<file path="config.mk">
export PLATFORM = sky130hd
export DESIGN_NAME = calc_op_sequencer
export DESIGN_NICKNAME = d
export VERILOG_FILES = /design/src/rtl/calc_pkg.sv /design/src/rtl/calc_golden.sv /design/src/rtl/calc_op_sequencer.sv
export SDC_FILE = /design/constraint.sdc
export NUM_CORES = 1
export LEC_CHECK = 0
export BUFFER_PORTS_ARGS = -buffer_cell sky130_fd_sc_hd__buf_2
export CORE_MARGIN = 2
export CORE_UTILIZATION = 55
export CTS_BUF_LIST = sky130_fd_sc_hd__clkbuf_4
export DETAILED_ROUTE_END_ITERATION = 6
export GPL_TIMING_DRIVEN = 0
export PLACE_DENSITY = 0.79
export SETUP_SLACK_MARGIN = 0.15
export SYNTH_ARGS = -nofsm -noshare
export SYNTH_HDL_FRONTEND = slang
export SYNTH_HIERARCHICAL = 1
export SYNTH_SLANG_ARGS = --single-unit
export TNS_END_PERCENT = 10
</file>
<file path="constraint.sdc">
create_clock -name clk -period 14.3 [get_ports clk]
set_clock_uncertainty 0.1 [all_clocks]
set_input_delay 2.86 -clock clk [delete_from_list [all_inputs] [get_ports clk]]
set_output_delay 2.86 -clock clk [all_outputs]
set_load 0.03 [all_outputs]
</file>
<file path="src/rtl/calc_pkg.sv">
// Shared definitions for the calculator Go/Done initiator: opcode encodings,
// opcode width and the sequencer state encoding.
package calc_pkg;

    localparam int OP_W = 3;

    localparam logic [OP_W-1:0] OP_ADD   = 3'b000;
    localparam logic [OP_W-1:0] OP_SUB   = 3'b001;
    localparam logic [OP_W-1:0] OP_AND   = 3'b010;
    localparam logic [OP_W-1:0] OP_XOR   = 3'b011;
    localparam logic [OP_W-1:0] OP_DIV   = 3'b100;
    localparam logic [OP_W-1:0] OP_MUL   = 3'b101;
    localparam logic [OP_W-1:0] OP_PASSA = 3'b110;
    localparam logic [OP_W-1:0] OP_PASSB = 3'b111;

    typedef enum logic [1:0] {
        S_IDLE  = 2'd0,
        S_BUSY  = 2'd1,
        S_DRAIN = 2'd2,
        S_RESP  = 2'd3
    } state_t;

endpackage

</file>
<file path="src/rtl/calc_golden.sv">
// Combinational reference model of the calculator: expected Out_H/Out_L for an
// operation plus per-field masks selecting which bits take part in the compare.
module calc_golden
    import calc_pkg::*;
#(
    parameter int WIDTH = 4
) (
    input  logic [WIDTH-1:0] x,
    input  logic [WIDTH-1:0] y,
    input  logic [OP_W-1:0]  f,
    output logic [WIDTH-1:0] exp_h,
    output logic [WIDTH-1:0] exp_l,
    output logic [WIDTH-1:0] chk_h,
    output logic [WIDTH-1:0] chk_l
);

    logic [2*WIDTH-1:0] prod;

    assign prod = {{WIDTH{1'b0}}, x} * {{WIDTH{1'b0}}, y};

    // NOTE: every output gets a default before the case so no path leaves a
    // value unassigned, which would otherwise infer a latch.
    always_comb begin
        exp_h = '0;
        exp_l = '0;
        chk_h = '0;
        chk_l = '1;
        case (f)
            OP_ADD:   exp_l = x + y;
            OP_SUB:   exp_l = x - y;
            OP_AND:   exp_l = x & y;
            OP_XOR:   exp_l = x ^ y;
            OP_DIV: begin
                // Divide-by-zero: quotient reads as zero, remainder is don't-care.
                if (y != '0) begin
                    exp_l = x / y;
                    exp_h = x % y;
                    chk_h = '1;
                end
            end
            OP_MUL: begin
                {exp_h, exp_l} = prod;
                chk_h          = '1;
            end
            OP_PASSA: exp_l = x;
            OP_PASSB: exp_l = y;
            default:  exp_l = '0;
        endcase
    end

endmodule

</file>
<file path="src/rtl/calc_op_sequencer.sv">
// Initiator for the calculator Go/Done handshake: takes one command at a time,
// runs it on the calculator, checks the result and returns a tagged response.
module calc_op_sequencer
    import calc_pkg::*;
#(
    parameter int WIDTH   = 4,
    parameter int TIMEOUT = 64,
    parameter int CNT_W   = 16
) (
    input  logic             clk,
    input  logic             rst,
    input  logic             cmd_valid,
    output logic             cmd_ready,
    input  logic [WIDTH-1:0] cmd_x,
    input  logic [WIDTH-1:0] cmd_y,
    input  logic [OP_W-1:0]  cmd_f,
    output logic             Go,
    output logic [WIDTH-1:0] x,
    output logic [WIDTH-1:0] y,
    output logic [OP_W-1:0]  f,
    input  logic             Done,
    input  logic [WIDTH-1:0] Out_H,
    input  logic [WIDTH-1:0] Out_L,
    output logic             rsp_valid,
    input  logic             rsp_ready,
    output logic [OP_W-1:0]  rsp_f,
    output logic [WIDTH-1:0] rsp_out_h,
    output logic [WIDTH-1:0] rsp_out_l,
    output logic             rsp_mismatch,
    output logic             rsp_timeout,
    output logic [CNT_W-1:0] err_count
);

    localparam int            TW     = (TIMEOUT > 2) ? $clog2(TIMEOUT) : 1;
    localparam logic [TW-1:0] T_LAST = TW'(TIMEOUT - 1);

    state_t           state, state_n;
    logic [TW-1:0]    timer, timer_n;
    logic             go_n;
    logic [WIDTH-1:0] x_n, y_n;
    logic [OP_W-1:0]  f_n;
    logic [WIDTH-1:0] out_h_n, out_l_n;
    logic             mm_n, to_n;
    logic             err_inc;
    logic [CNT_W-1:0] err_n;

    logic [WIDTH-1:0] exp_h, exp_l, chk_h, chk_l;
    logic             mism_now;

    calc_golden #(.WIDTH(WIDTH)) u_golden (
        .x     (x),
        .y     (y),
        .f     (f),
        .exp_h (exp_h),
        .exp_l (exp_l),
        .chk_h (chk_h),
        .chk_l (chk_l)
    );

    // Case inequality so an X/Z in a checked bit counts as a mismatch.
    assign mism_now = ((Out_H & chk_h) !== (exp_h & chk_h)) ||
                      ((Out_L & chk_l) !== (exp_l & chk_l));

    assign cmd_ready = (state == S_IDLE);
    assign rsp_valid = (state == S_RESP);
    assign rsp_f     = f;

    always_comb begin
        state_n = state;
        timer_n = timer;
        go_n    = Go;
        x_n     = x;
        y_n     = y;
        f_n     = f;
        out_h_n = rsp_out_h;
        out_l_n = rsp_out_l;
        mm_n    = rsp_mismatch;
        to_n    = rsp_timeout;
        err_inc = 1'b0;

        case (state)
            S_IDLE: begin
                if (cmd_valid) begin
                    x_n     = cmd_x;
                    y_n     = cmd_y;
                    f_n     = cmd_f;
                    go_n    = ~Done;
                    timer_n = '0;
                    out_h_n = '0;
                    out_l_n = '0;
                    mm_n    = 1'b0;
                    to_n    = 1'b0;
                    state_n = S_BUSY;
                end
            end
            S_BUSY: begin
                if (Go && Done) begin
                    out_h_n = Out_H;
                    out_l_n = Out_L;
                    mm_n    = mism_now;
                    go_n    = 1'b0;
                    timer_n = '0;
                    state_n = S_DRAIN;
                end else if (timer == T_LAST) begin
                    go_n    = 1'b0;
                    out_h_n = '0;
                    out_l_n = '0;
                    mm_n    = 1'b0;
                    to_n    = 1'b1;
                    err_inc = 1'b1;
                    state_n = S_RESP;
                end else begin
                    timer_n = timer + 1'b1;
                    // A Done left high by an earlier aborted operation holds off Go.
                    if (!Go && !Done) go_n = 1'b1;
                end
            end
            S_DRAIN: begin
                if (!Done) begin
                    err_inc = rsp_mismatch;
                    state_n = S_RESP;
                end else if (timer == T_LAST) begin
                    out_h_n = '0;
                    out_l_n = '0;
                    mm_n    = 1'b0;
                    to_n    = 1'b1;
                    err_inc = 1'b1;
                    state_n = S_RESP;
                end else begin
                    timer_n = timer + 1'b1;
                end
            end
            S_RESP: begin
                if (rsp_ready) state_n = S_IDLE;
            end
            default: state_n = S_IDLE;
        endcase

        err_n = (err_inc && (err_count != '1)) ? err_count + 1'b1 : err_count;
    end

    // NOTE: state registers use non-blocking assignments so every flop samples
    // the pre-edge value of the others, independent of statement order.
    always_ff @(posedge clk) begin
        if (!rst) begin
            state        <= S_IDLE;
            timer        <= '0;
            Go           <= 1'b0;
            x            <= '0;
            y            <= '0;
            f            <= '0;
            rsp_out_h    <= '0;
            rsp_out_l    <= '0;
            rsp_mismatch <= 1'b0;
            rsp_timeout  <= 1'b0;
            err_count    <= '0;
        end else begin
            state        <= state_n;
            timer        <= timer_n;
            Go           <= go_n;
            x            <= x_n;
            y            <= y_n;
            f            <= f_n;
            rsp_out_h    <= out_h_n;
            rsp_out_l    <= out_l_n;
            rsp_mismatch <= mm_n;
            rsp_timeout  <= to_n;
            err_count    <= err_n;
        end
    end

endmodule

</file>
; ---- After elaboration in Yosys (flattened, before gate mapping)
; Cells that the tools add are included.
[classes]
reduce_logical = 16
mux = 44
n_mul = 1
addsub = 4
n_div = 2
bitwise = 5
n_eq_ne = 19
[op_table]
columns = operator, count
row1 = 4-bit two-way mux, 10
row2 = 4-bit case mux with 8 select lines, 1
row3 = 6-bit two-way mux, 4
row4 = 4-bit case mux with 3 select lines, 2
row5 = 6-bit case mux with 3 select lines, 1
row6 = "16-bit by 1-bit adder with 16-bit output, second input constant", 1
row7 = "16-bit inequality test, second input constant", 1
row8 = 4-bit case mux with 2 select lines, 2
row9 = 1-bit two-way mux, 14
row10 = 4-bit AND, 3
row11 = "3-bit == test, second input constant", 4
row12 = 2-bit two-way mux, 5
row13 = 4-bit by 4-bit multiplier with 8-bit output, 1
row14 = 4-bit case inequality test, 2
row15 = 2-bit case mux with 4 select lines, 1
row16 = "6-bit by 1-bit adder with 6-bit output, second input constant", 1
row17 = "3-bit by 2-bit == test with 1-bit output, second input constant", 2
row18 = "6-bit == test, second input constant", 1
row19 = "2-bit inequality test, second input constant", 3
row20 = 1-bit case mux with 3 select lines, 2
row21 = 3-bit AND reduction, 2
row22 = 4-bit adder, 1
row23 = 4-bit by 4-bit divider with 4-bit output, 1
row24 = "2-bit == test, second input constant", 2
row25 = other kinds (19), 24
[totals]
ff_bits = 46
inputBits = 24
output_inout_bits = 43

; ---- Depth between registers and ports, before layout
; Gate-level depths: netlist of run 1.
[depth]
depth_word = 8
ltp_mapped = 25

; ---- Cells and area by module
; Netlist of run 1, hierarchy kept.
[by_module_without_submodules]
columns = mod, cells_each, area_per_inst_um2, seq_area_each_um2, n_inst
row1 = calc_op_sequencer, 269, 2336.0, 920.9, 1
row2 = calc_golden, 194, 1525.2, 0.0, 1

; ---- Worst setup path before layout of run 1
; Ideal clock, no wire load.
[synth_path]
kind = register -> register
from = register y[0]
to = register rsp_mismatch
path_stages_with_launch = 26
t_arrival_ps = 5091
setup_slack_ps = 8990
required_ps = 14081
path_buffers = 0
cell_sequence = dfxtp_1 inv_1 ha_1 and2_1 nor2_1 ha_1 o21a_1 o21a_1 o32a_1 ha_1 o21a_1 nor2_1 o21bai_1 mux2_2 inv_1 ha_1 a21bo_4 a311oi_4 nor3_1 a31oi_1 a21bo_1 xor2_1 a22oi_1 nand4_1 a22oi_1 nor2b_1
[synth_via]
elab_chain_cells = 8
word_cells_on_any_way = 21
classes_between = add/sub: 2 / mul: 1 / div: 2 / eq/ne: 2 / mux: 8 / bitwise: 4 / reduce/logical: 2
[synth_rtl]
columns = item, line
row1 = start: declaration, calc_op_sequencer.sv:19  ; output logic [WIDTH-1:0] y,
row2 = start signal: assignment, calc_op_sequencer.sv:162  ; y <= y_n;
row3 = 4-bit by 4-bit remainder unit with 4-bit output or 4-bit nonzero test (tied branches), "calc_golden.sv:37, calc_golden.sv:35"
row4 = 4-bit two-way mux, calc_golden.sv:35  ; if (y != '0) begin
row5 = 4-bit case mux with 2 select lines (*), calc_golden.sv:28  ; case (f)
row6 = net exp_h[2], calc_op_sequencer.sv:47  ; logic [WIDTH-1:0] exp_h, exp_l, chk_h, chk_l;
row7 = 4-bit AND (*), calc_op_sequencer.sv:61  ; assign mism_now = ((Out_H & chk_h) !== (exp_h & chk_h)) ||
row8 = 4-bit case inequality test (*), calc_op_sequencer.sv:61
row9 = 1-bit logical OR (*), calc_op_sequencer.sv:61
row10 = 1-bit two-way mux (*), calc_op_sequencer.sv:97  ; if (Go && Done) begin
row11 = 1-bit case mux with 3 select lines (*), calc_op_sequencer.sv:81  ; case (state)
row12 = end signal: assignment, calc_op_sequencer.sv:166  ; rsp_mismatch <= mm_n;
row13 = end: declaration, calc_op_sequencer.sv:29  ; output logic rsp_mismatch,
; Mark *: on every way through the listed nets, which the timed path passes. The rest lies on a longest branch.
; A chain may end at the register's enable or synchronous reset.

; ---- Worst setup path in the final report of run 1
; Ends and elaborated chain as after synthesis.

==> results of run 1 <==
-- cell type report --
type | count | area, µm²
fill | 599 | 2390
sequential | 46 | 921
inverter | 26 | 97.6
timing repair buffer | 66 | 330
clock buffer | 7 | 52.6
clock inverter | 1 | 30.0
tap | 96 | 120
buffer | 25 | 146
multi-input combinational | 369 | 2710
-- report_power, final --
| group | total (mW) | internal (mW) | leakage [nW] | switching, mW |
|---|---|---|---|---|
| clock network | 0.0819 | 0.0409 | 0.0463 | 0.0410 |
| registers | 0.141 | 0.132 | 0.373 | 0.00850 |
| logic | 0.166 | 0.0716 | 1.60 | 0.0942 |
| total | 0.388 | 0.245 | 2.01 | 0.144 |
-- per-stage QoR --
step	power, mW	hold WS (ns)	cells	area [µm²]	util
2_1_floorplan	0.271	0.376	466	3870	-
3_3_place_gp	0.302	0.357	628	4320	0.636
3_5_place_dp	0.308	0.373	628	4320	0.636
4_1_cts	0.390	0.403	636	4410	0.648
5_1_grt	0.415	0.438	636	4410	0.648
6_report	0.388	0.397	636	4410	0.648
-- layer usage --
layer | global-route usage | up-vias | routed length (µm)
met5 | 0 | - | 0
met4 | 0.0769 | 0 | 108
met3 | 0.0396 | 10 | 387
met2 | 0.433 | 78 | 4630
met1 | 0.310 | 1694 | 4190
li1 | - | 1793 | -
-- cells in the mapped netlist, types with 10 or more instances --
master    count  area, µm²
clkbuf_1     10       37.5
ha_1         39        488
mux2i_1      13        130
nor2_1       25       93.8
o21ai_0      16       80.1
nand2_1      54        203
a22oi_1      15        113
inv_1        25       93.8
buf_4        11       82.6
nor2b_1      20        125
dfxtp_1      46        921
a21boi_0     16        120
a21oi_1      16       80.1
xor2_1       14        123
-- flip-flops by register name, indices dropped and copies added (netlist names) --
| signal | cells |
|---|---|
| Go | 1 |
| err_count | 16 |
| f | 3 |
| rsp_mismatch | 1 |
| rsp_out_h | 4 |
| rsp_out_l | 4 |
| rsp_timeout | 1 |
| state | 2 |
| timer | 6 |
| x | 4 |
| y | 4 |
-- critical path, delay by kind of cell, from the launching register on --
kind                       cells  cell delay [ns]
buffers and inverters          2             0.28
adders and majority gates      4             1.17
xor gates and xnor gates       1             0.15
and+or+nand+nor                6             0.66
AOI/OAI and AO/OA             11             2.44
muxes                          1             0.42
DFF                            1             0.60
-- kinds of logic after synthesis --
group / Yosys count
flip-flops: 46
multiplexers: 17
buffers and inverters: 51
adder cells (fa/ha/maj): 45
XOR/XNOR: 21
other: 1
AO/OA/AOI/OAI: 114
AND/OR/NAND/NOR: 168
-- how the worst min path moves through the flow --
stage          slack (ns)  cells past startpoint             to          start
2_1_floorplan        0.38                      2       state[1]       state[1]
3_3_place_gp         0.36                      2    rsp_timeout    rsp_timeout
3_5_place_dp         0.37                      2    rsp_timeout    rsp_timeout
4_1_cts              0.40                      2    rsp_timeout    rsp_timeout
5_1_grt              0.44                      2  err_count[15]  err_count[15]
6_report             0.40                      2    rsp_timeout    rsp_timeout
==> impl_metrics.toml, run 1 <==
[status]
status = "completed"

[clock_network]
cts_setup_buffers = 0
clk_pin_slew_ns = 0.13
ctsResizeCount = 0
insertion_delay_ns = 0.36
cts.sinks = 46
tritoncts = "done"
clock-root-buffer = "clkbuf_4"
clockBufferDepth = 2
hold_buffers = 0
cts_buffers = 5
htreeDepth = 2

[detailed_routing]
drc = 0
drtIter0Drc = 171
via_per_inst = 5.62
drtAntennaViolNets = 0
wl_per_cell_um = 14.7
vias = 3575
drt_first_pass_iters = 4
totalWireLength_um = 9320

[sta]
drv_slew = 0
slew_headroom = 0.394
fin_crit_ns = 5.91
worst_slew_pin_slew_ns = 0.885
hold_viol = 0
fmax_ghz = 0.169
rsz0062_at_grt = "false"
report.final.setup_viol = 0
finalSetupTns_ns = 0
period_share = 0.413
setup_ws_ns = 8.39

[placed_design]
numPortBuffers = 66
dp_hpwl_um = 7260
place.gp.congestion = 0.887
dp_slack_ns = 8.49

[setup_path]
reg2regPathDepth = 25
r2r-end = "rsp_mismatch"
critPathCapture = "rsp_mismatch"
slowest_delay_ns = 0.60
crit_path_frequent_cell = "ha_1"
cp.required_ns = 14.47
arrival_ns = 6.07
worst_setup_path_start_kind = "flip-flop"
cp-startpoint = "y[0]"
crit_fanout = 10
cp_slowest_cell = "dfxtp_1"
r2r_start = "y[0]"
path_class = "flip-flop to flip-flop"
reg2reg_setup_slack_ns = 8.39
end_kind = "flip-flop"

[die]
row_count = 30
io_pins = 67
core_um2 = 6790
die_area_um2 = 7710
start_util = 0.568
fp.dieW_um = 87.8
die_y_um = 87.8

[layout]
fin_nets = 608
mostFrequentLayoutCells = "69 x buf_2, 54 x nand2_1, 46 x dfxtp_1"
diodes = 0
drive_gt1_frac = 0.202
layout_commonest_cell = "buf_2"
area_delta_synth_final_pct = 14.1

[synth]
synthArstFlopShare = 0
synth_seq_cells = 46
yosys.area_share.simple = 0.230
synth_top_family_by_area = "simple AND/OR/NAND/NOR gates"
synth_compound_area_frac = 0.214
synth_cell_types = 74
synth_ff_type = "dfxtp_1"
synthAdderAreaFrac = 0.157
synth_warnings = 6
synth_enable_flop_cells = 0
synth_mux_area_frac = 0.0483
syn-cell-area_um2 = 3860
synth_cells = 463
syn_area_per_cell_um2 = 8.34
synth_xor_area_frac = 0.0476
ys_seq_area_frac = 0.238

[grt]
grt_pass1_wl_um = 15300
grt_overflow = 0
grt_pass1_vias = 3349
antenna_found_initial = 0
grt_max_degree = 14
track_usage = 0.247

[job]
drv_cap = 0

[pwr]
p_leak_nw = 2.01
peakVddDrop_uv = 54.9
power.density_nw_per_um2 = 88.1

[worst_hold_path]
min_path_type = "flip-flop to flip-flop"
Power figures use the tool's default switching activity.
==> run 2, diff against run 1 <==
Settings changed: CORE_UTILIZATION 55 to 53.
Clock period 14.3 ns to 4.85 ns, I/O delays scaled along.
==> run 2 against run 1 <==
Effect of this change:
- maximum frequency rose by 18%
- critical path type unchanged
- the run now ends with setup timing left
- clock power rose to 2.9 times the previous value
- non-clock buffer count rose by 22
- critical path depth fell by 1
- critical endpoint unchanged
- final cell count rose by 3.9%
==> impl_metrics.toml, run 2 (synthesis gave the netlist of run 1 again) <==
[status]
status = "complete, but fails checks"
violations = "setup timing"

[pwr]
power_mw = 1.31
power.density_nw_per_um2 = 278
peakVddDrop_uv = 161
p_leak_nw = 2.15

[clock_network]
htreeDepth = 2
clockBufferDepth = 2
tritoncts = "done"
clock-root-buffer = "clkbuf_4"
insertion_delay_ns = 0.37
cts_buffers = 5
clk_pin_slew_ns = 0.14
hold_buffers = 0
cts.sinks = 46

[placed_design]
dp_hpwl_um = 7140
place.gp.congestion = 0.843
numPortBuffers = 66

[layout]
regMostFlops = "err_count"
layout_commonest_cell = "buf_2"
fin_nets = 630
largestRegisters = "err_count x16, timer x6"
drive_gt1_frac = 0.274
area_delta_synth_final_pct = 22.2
diodes = 0
mostFrequentLayoutCells = "69 x buf_2, 54 x nand2_1, 41 x dfxtp_1"
largest_register_ffs = 16

[detailed_routing]
wl_per_cell_um = 14.9
drt_first_pass_iters = 4
via_per_inst = 5.55
drtIter0Drc = 193
totalWireLength_um = 9870
vias = 3668
drtAntennaViolNets = 0
drc = 0

[setup_path]
reg2regPathDepth = 24
crit_fanout = 4
end_kind = "flip-flop"
arrival_ns = 5.20
worst_setup_path_start_kind = "flip-flop"
cp.required_ns = 5.03
cp_slowest_cell = "fa_1"
r2r_start = "y[3]"
path_class = "flip-flop to flip-flop"
path_cells = "buf_8, nor3_4, and2_4, nor2_4, ha_4, o21a_1, o21a_1, o31ai_2, ha_1, nor2b_1, o21bai_2, mux2_4, fa_1, a21bo_4, a311oi_4, buf_4, and2_4, o221ai_2, o311ai_2, xor2_1, a22oi_1, nand4_1, a22oi_1, nor2b_1"
slowest_delay_ns = 0.46
reg2reg_setup_slack_ns = -0.17
r2r-end = "rsp_mismatch"

[sta]
finalSetupTns_ns = -0.174
worst_slew_pin_slew_ns = 0.889
period_share = 1.04
slew_headroom = 0.392
report.final.setup_viol = 1
hold_viol = 0
setup_ws_ns = -0.174
drv_slew = 0
fin_crit_ns = 5.02
fmax_ghz = 0.199
rsz0062_at_grt = "true"

[grt]
grt_overflow = 0
track_usage = 0.250
antenna_found_initial = 0
grt_max_degree = 16
grt_pass1_vias = 3344
grt_pass1_wl_um = 15700

[job]
drv_cap = 0

[worst_hold_path]
holdPathStages = 2
min_path_type = "flip-flop to flip-flop"
hp-start = "err_count[15]"
whs_endpoint = "err_count[15]"

[die]
core_um2 = 7140
row_count = 31
io_pins = 67
start_util = 0.541
fp.dieW_um = 89.4
die_y_um = 89.4
die_area_um2 = 7980
run 2: cell count changes in the layout (fill, tap and decap cells not counted), moves of 3 or more:
cell and delta:
ha_1 -4, buf_4 +20, ha_4 +4, dfxtp_4 +4, dfxtp_1 -5, nor2_1 -3
run 2: final cells by class:
type	count	area [µm²]
Sequential cell	46	937
Tap cell	99	124
Fill cell	624	2420
Clock buffer	5	37.5
Multi-Input combinational cell	369	2820
Inverter	26	100
Buffer	25	158
Timing Repair Buffer	88	499
Clock inverter	3	43.8
run 2: per-stage QoR:
| stage | setup WS [ns] | instance area (µm²) | hold WS, ns | util | std cells |
|---|---|---|---|---|---|
| 2_1_floorplan | 0.154 | 3920 | 0.376 | - | 466 |
| 3_3_place_gp | -0.240 | 4370 | 0.356 | 0.612 | 631 |
| 3_5_place_dp | -0.372 | 4370 | 0.369 | 0.612 | 631 |
| 4_1_cts | -0.174 | 4590 | 0.391 | 0.643 | 651 |
| 5_1_grt | -0.360 | 4720 | 0.419 | 0.661 | 661 |
| 6_report | -0.174 | 4720 | 0.387 | 0.661 | 661 |
run 2: power by group:
| group | internal (mW) | switching (mW) |
|---|---|---|
| logic | 0.315 | 0.342 |
| registers | 0.390 | 0.0222 |
| clock network | 0.110 | 0.132 |
| total | 0.814 | 0.496 |
run 2: repair_timing:
action | in CTS | in global routing
pin swaps | 12 | 13
setup buffers | 12 | 10
setup endpoints to repair | 1 | 1
resized for setup | 10 | 10
hold endpoints to repair | 0 | 0
run 2: critical path: cells and delay by family, from the launching register on:
family,cells,cell delay (ns)
simple gates,7,0.97
xor+xnor,1,0.19
fa+ha+maj,3,0.90
compound gates,10,1.76
mux,1,0.35
flops,1,0.38
buf+inv,2,0.30
run 2: worst max-delay path by stage:
| stage | startpoint | to | cells past startpoint |
|---|---|---|---|
| finish | y[3] | rsp_mismatch | 24 |
| global route | y[3] | rsp_mismatch | 25 |
| CTS | y[2] | rsp_mismatch | 25 |
| detailed placement | y[3] | rsp_mismatch | 25 |
| global placement | y[0] | rsp_mismatch | 25 |
| floorplan | y[0] | rsp_mismatch | 25 |
run 2: layer usage:
layer  global-route usage  vias up  part of all wire
li1                     -     1832                 -
met1                0.326     1726              0.44
met2                0.425       92              0.49
met3               0.0379       18             0.045
met4               0.0773        0             0.024
met5                    0        -                 0
